$ cat config.mk
export PLATFORM = sky130hd
export DESIGN_NAME = icache_model_queue
export DESIGN_NICKNAME = d
export VERILOG_FILES = /design/src/rtl/icache_model_queue.sv
export SDC_FILE = /design/constraint.sdc
export NUM_CORES = 1
export LEC_CHECK = 0
export ABC_AREA = 1
export CAP_MARGIN = 30
export CORE_UTILIZATION = 55
export CTS_BUF_LIST = sky130_fd_sc_hd__clkbuf_4
export DETAILED_ROUTE_END_ITERATION = 10
export PLACE_DENSITY = 0.91
export RECOVER_POWER = 100
export SYNTH_ARGS = -nofsm -noshare
export SYNTH_HDL_FRONTEND = slang
export SYNTH_SLANG_ARGS = --single-unit
$ cat constraint.sdc
create_clock -name clk_i -period 2.41 [get_ports clk_i]
set_clock_uncertainty 0.1 [all_clocks]
set_input_delay 0.482 -clock clk_i [delete_from_list [all_inputs] [get_ports clk_i]]
set_output_delay 0.482 -clock clk_i [all_outputs]
set_load 0.005 [all_outputs]
$ cat src/rtl/icache_model_queue.sv
// In-order circular request queue; writes on push_i, head is combinational from storage.
// Pointers wrap modulo DEPTH; flush_i clears the queue on the same edge.
module icache_model_queue #(
  parameter int  DEPTH = 4,
  parameter int  WIDTH = 32,
  localparam int PW    = (DEPTH > 1) ? $clog2(DEPTH) : 1,
  localparam int CW    = $clog2(DEPTH + 1)
) (
  input  logic             clk_i,
  input  logic             rst_n_i,
  input  logic             flush_i,
  input  logic             push_i,
  input  logic [WIDTH-1:0] push_dat_i,
  input  logic             pop_i,
  output logic [PW-1:0]    wr_ptr_o,
  output logic [PW-1:0]    rd_ptr_o,
  output logic [CW-1:0]    count_o,
  output logic [WIDTH-1:0] head_dat_o
);
  logic [PW-1:0]    r_wr_ptr;
  logic [PW-1:0]    r_rd_ptr;
  logic [CW-1:0]    r_count;
  logic [WIDTH-1:0] r_mem [DEPTH];

  function automatic logic [PW-1:0] ptr_inc(input logic [PW-1:0] p);
    return (p == PW'(DEPTH - 1)) ? '0 : p + PW'(1);
  endfunction

  always_ff @(posedge clk_i or negedge rst_n_i) begin
    if (!rst_n_i) begin
      r_wr_ptr <= '0;
      r_rd_ptr <= '0;
      r_count  <= '0;
    end else if (flush_i) begin
      r_wr_ptr <= '0;
      r_rd_ptr <= '0;
      r_count  <= '0;
    end else begin
      if (push_i) r_wr_ptr <= ptr_inc(r_wr_ptr);
      if (pop_i)  r_rd_ptr <= ptr_inc(r_rd_ptr);
      case ({push_i, pop_i})
        2'b10:   r_count <= r_count + CW'(1);
        2'b01:   r_count <= r_count - CW'(1);
        default: r_count <= r_count;
      endcase
    end
  end

  // Storage needs no reset: the top never exposes an entry that was not written.
  always_ff @(posedge clk_i) begin
    if (push_i) r_mem[r_wr_ptr] <= push_dat_i;
  end

  assign wr_ptr_o   = r_wr_ptr;
  assign rd_ptr_o   = r_rd_ptr;
  assign count_o    = r_count;
  assign head_dat_o = r_mem[r_rd_ptr];
endmodule

Yosys cells after proc, flatten, opt, wreduce, memory -nomap -nowiden
Memory sizes are Yosys's and may differ from the RTL's.
Cells that the tools add are included.
{"block": "totals", "mem_bits_rw": 128, "n_memories": 1, "wordCells": 25, "ff_bits": 7, "out_inout_bits": 39, "in_bits": 37}
{"name": "r_mem", "words": 4, "word_bits": 32, "read_ports": 1, "rd_clocked_by_memory_dff": 0, "write_ports": 1, "line": "23", "text": "logic [WIDTH-1:0] r_mem [DEPTH];"}
{"block": "op_classes", "n_eq_ne": 4, "n_addsub": 4, "n_reduce_logical": 3, "n_mux": 10}
{"op": "2-bit two-way mux", "count": 6}
{"op": "2-bit equality test, second input constant", "count": 3}
{"op": "3-bit case mux with 2 select lines", "count": 1}
{"op": "2-bit by 1-bit adder with 2-bit output, second input constant", "count": 2}
{"op": "2-bit nonzero test", "count": 2}
{"op": "3-bit by 1-bit adder with 3-bit output, second input constant", "count": 1}
{"op": "3-bit two-way mux", "count": 1}
{"op": "3-bit nonzero test", "count": 1}
{"op": "3-bit by 1-bit subtractor with 3-bit output, second input constant", "count": 1}
{"op": "2-bit by 1-bit equality test with 1-bit output, second input constant", "count": 1}
{"op": "1-bit two-way mux", "count": 2}

Logic depth before layout (Yosys ltp)
{"block": "logic_depth", "ltp_word": 4, "ltp_mapped": 10, "ltp_nobuf": 10}

Worst setup path after synthesis
No wires, ideal clock.
{"block": "synth_path", "kind": "register to register", "from": "reg r_wr_ptr[0] (netlist: wr_ptr_o[0])", "to": "mem r_mem[0][0], enable pin", "required_time_ns": 1.923, "arrival_ns": 1.330, "n_path_buf": 0, "path_stages_with_launch": 5, "setup_time_ns": 0.387, "slack_ns": 0.593, "period_less_slack_ns": 1.817, "path_cell_list": "dfrtp_1 -> inv_1 -> ha_1 -> nand2_1 -> inv_1"}
{"element": "start, declared", "line": "20", "text": "logic [PW-1:0] r_wr_ptr;"}
{"element": "start signal, assigned", "line": "39", "text": "if (push_i) r_wr_ptr <= ptr_inc(r_wr_ptr);"}
{"element": "end, declared", "line": "23"}
Straight into the memory's write port.

Worst setup path after layout
{"block": "layout_path", "from": "reg r_rd_ptr[0] (netlist: rd_ptr_o[0])", "to": "out head_dat_o[10]"}
{"block": "layout_via", "elab_chain_cells": 1}
{"element": "start, declared", "line": "21", "text": "logic [PW-1:0] r_rd_ptr;"}
{"element": "start signal, assigned", "line": "40", "text": "if (pop_i) r_rd_ptr <= ptr_inc(r_rd_ptr);"}
{"element": "memory read 4 x 32 bit"}
{"element": "end, declared", "line": "18", "text": "output logic [WIDTH-1:0] head_dat_o"}
No other way between the ends.

==> results.toml <==
[final_layout]
area_delta_synth_final_pct = 26.8
mostFrequentLayoutCell = "edfxtp_1"
finalNetCount = 515
mostFrequentLayoutCells = "edfxtp_1, nor2_1, dlygate4sd3_1, o21ai_0, o21ai_1"
drive_above_1_share_pct = 24.5
fillCellCount = 603

[grt]
antenna_found_initial = 1
grt_pass1_vias = 3485
grt_pass1_wl_um = 17500
grt_usage_pct = 24.6
gr-total-overflow = 0
grt_max_degree = 29

[sta]
fmaxAchievable_mhz = 423
maxSlewHeadroom_pct = 27.6
timing.final.ws_setup_ns = 0.0482
hold_viol_final = 0
finalSetupViolCount = 0
rsz0062_at_grt = "true"
period_share_pct = 98.0
worst_pin_slew_ns = 1.09
period_needed_ns = 2.36
holdWs_ns = 0.207
finalMaxSlewViolations = 0

[route]
antenna_left = 0
num_vias = 3456
drt_wl_total_um = 11800
route.detailed.drc = 0
first_iter_violations = 309
firstDrtPassIters = 5
wl_per_cell_um = 19.8
viasPerCell = 5.79

[place]
dp_hpwl_um = 6420
portBuffers = 75
globalplace.congestion = 0.840
pre_cts_slack_ns = 0.234

[cts]
root_buffer = "clkbuf_4"
cts_tree = "done"
cts_buffer_depth = 2
insertion_delay_ns = 0.50
clk_pin_slew_ns = 0.10
holdBufCountCts = 0
cts_max_level = 4
clock-sinks = 135
cts_made_buffers = 17

[critical_path]
crit_required_ns = 1.83
r2r_slack_ns = 0.28
worstPathArrival_ns = 1.78
critPathKind = "reg2out"
cp_slowest_cell = "dfrtp_2"
crit_fanout = 10
path_cells = "buf_6 > buf_12 > buf_16 > o21ai_2 > o22ai_2 > buf_2"
crit_path_end_kind = "output port"
critical_path.max_stage_delay_ns = 0.49
startpoint_type = "register"

[yosys]
synthCells = 371
netlist_top_cells_area = "edfxtp_1, nor2_1, o21ai_0, o22ai_1, dfrtp_1"
ys_warn_count = 0
synth-seq-cells = 135
syn_nets = 414
synth_ff_type = "edfxtp_1"
synth.avg_cell_area_um2 = 14.0
ys_seq_area_share_pct = 77.3
synth_area_um2 = 5200
synth-edff-count = 128
synth_cell_types = 19
synthArstFlopShare_pct = 5.19
netlist.area_leader.share_pct = 73.9
yosys.area.top_type = "edfxtp_1"

[floorplan]
die_area_um2 = 9850
core_area_um2 = 9200
io_pins = 76
rows = 35
die_w_um = 99.2
die_y_um = 99.2
initial_utilization_pct = 56.6

[pwr]
power.density_nw_per_um2 = 730
ir_worst_vdd_v = 0.000401
power_leakage_uw = 0.00236

[min_path]
min_path_type = "in2async"

[run]
drv_cap = 0

[status]
run_status = "finished clean"
[synth_stat cells (3+ instances only)]
master / count
o21ai_0: 47
buf_2: 6
edfxtp_1: 128
o22ai_1: 32
nand4_1: 3
dfrtp_1: 7
nor2_1: 67
nand3_1: 5
o21ai_1: 21
inv_1: 12
ha_1: 5
clkbuf_1: 8
nand2_1: 19
buf_6: 6
[path summary, 6_finish.rpt]
path / startpoint / endpoint / depth (start not counted)
worst max-delay path: rd_ptr_o[0] / head_dat_o[10] / 6
worst min-delay path: rst_n_i / count_o[1] / 1
worst max register to register: wr_ptr_o[0] / r_mem[2][11] / 5
worst min register to register: count_o[1] / count_o[1] / 2
max in group asynchronous: rst_n_i / rd_ptr_o[0] / 1
min in group clk_i: count_o[1] / count_o[1] / 2
[logic make-up after synthesis]
| kind of cell | synth area share, % |
|---|---|
| compound gates | 10.5 |
| flops | 77.3 |
| simple gates | 7.05 |
| fa+ha+maj | 1.59 |
| buf+inv | 3.61 |
[power by group]
group / total (uW) / internal [uW] / switching (uW)
registers: 2720 / 2680 / 42.1
logic: 694 / 313 / 381
clock network: 1400 / 647 / 756
total: 4820 / 3640 / 1180
[area by class of cell]
class | count | area (um2) | share of cell area, %
Clock buffer | 21 | 158 | 2.39
Sequential cell | 135 | 4020 | 61.0
Antenna cell | 1 | 2.50 | 0.0380
Tap cell | 111 | 139 | 2.11
Inverter | 14 | 55.1 | 0.835
Multi-Input combinational cell | 201 | 1140 | 17.3
Clock inverter | 11 | 108 | 1.63
Timing Repair Buffer | 103 | 968 | 14.7
[routing by layer]
layer | wire, um | track usage, %
met1 | 4660 | 28.9
met2 | 6300 | 43.7
met3 | 638 | 4.99
met4 | 229 | 11.5
met5 | 0 | 0
[worst max-delay path: cells and delay by family (launching register included)]
family	cells	cell delay (ns)
AO/OA/AOI/OAI	2	0.24
buffers and inverters	4	0.55
flip-flops	1	0.49
[registers in the layout (all words and copies together), names as in the netlist]
register	flops
r_mem	128
count_o	3
rd_ptr_o	2
wr_ptr_o	2
[metrics by stage]
stage                     power, uW  cell area, um2  std cells  util [%]  setup TNS (ns)
after floorplan                3040            5200        371         -               0
after global placement         3400            6150        552      66.9               0
after detailed placement       3430            6150        552      66.9               0
after CTS                      4830            6600        595      71.7          -0.562
after global routing           5000            6590        597      71.7          -0.193
final                          4820            6590        597      71.7               0
[repair_timing]
action                     4_1_cts  5_1_grt
setup endpoints to repair       32       28
resized for setup              143       45
setup buffers                    6        2
pin swaps                        8       10
gates cloned                     5        0
(Power assumes the default switching activity.)
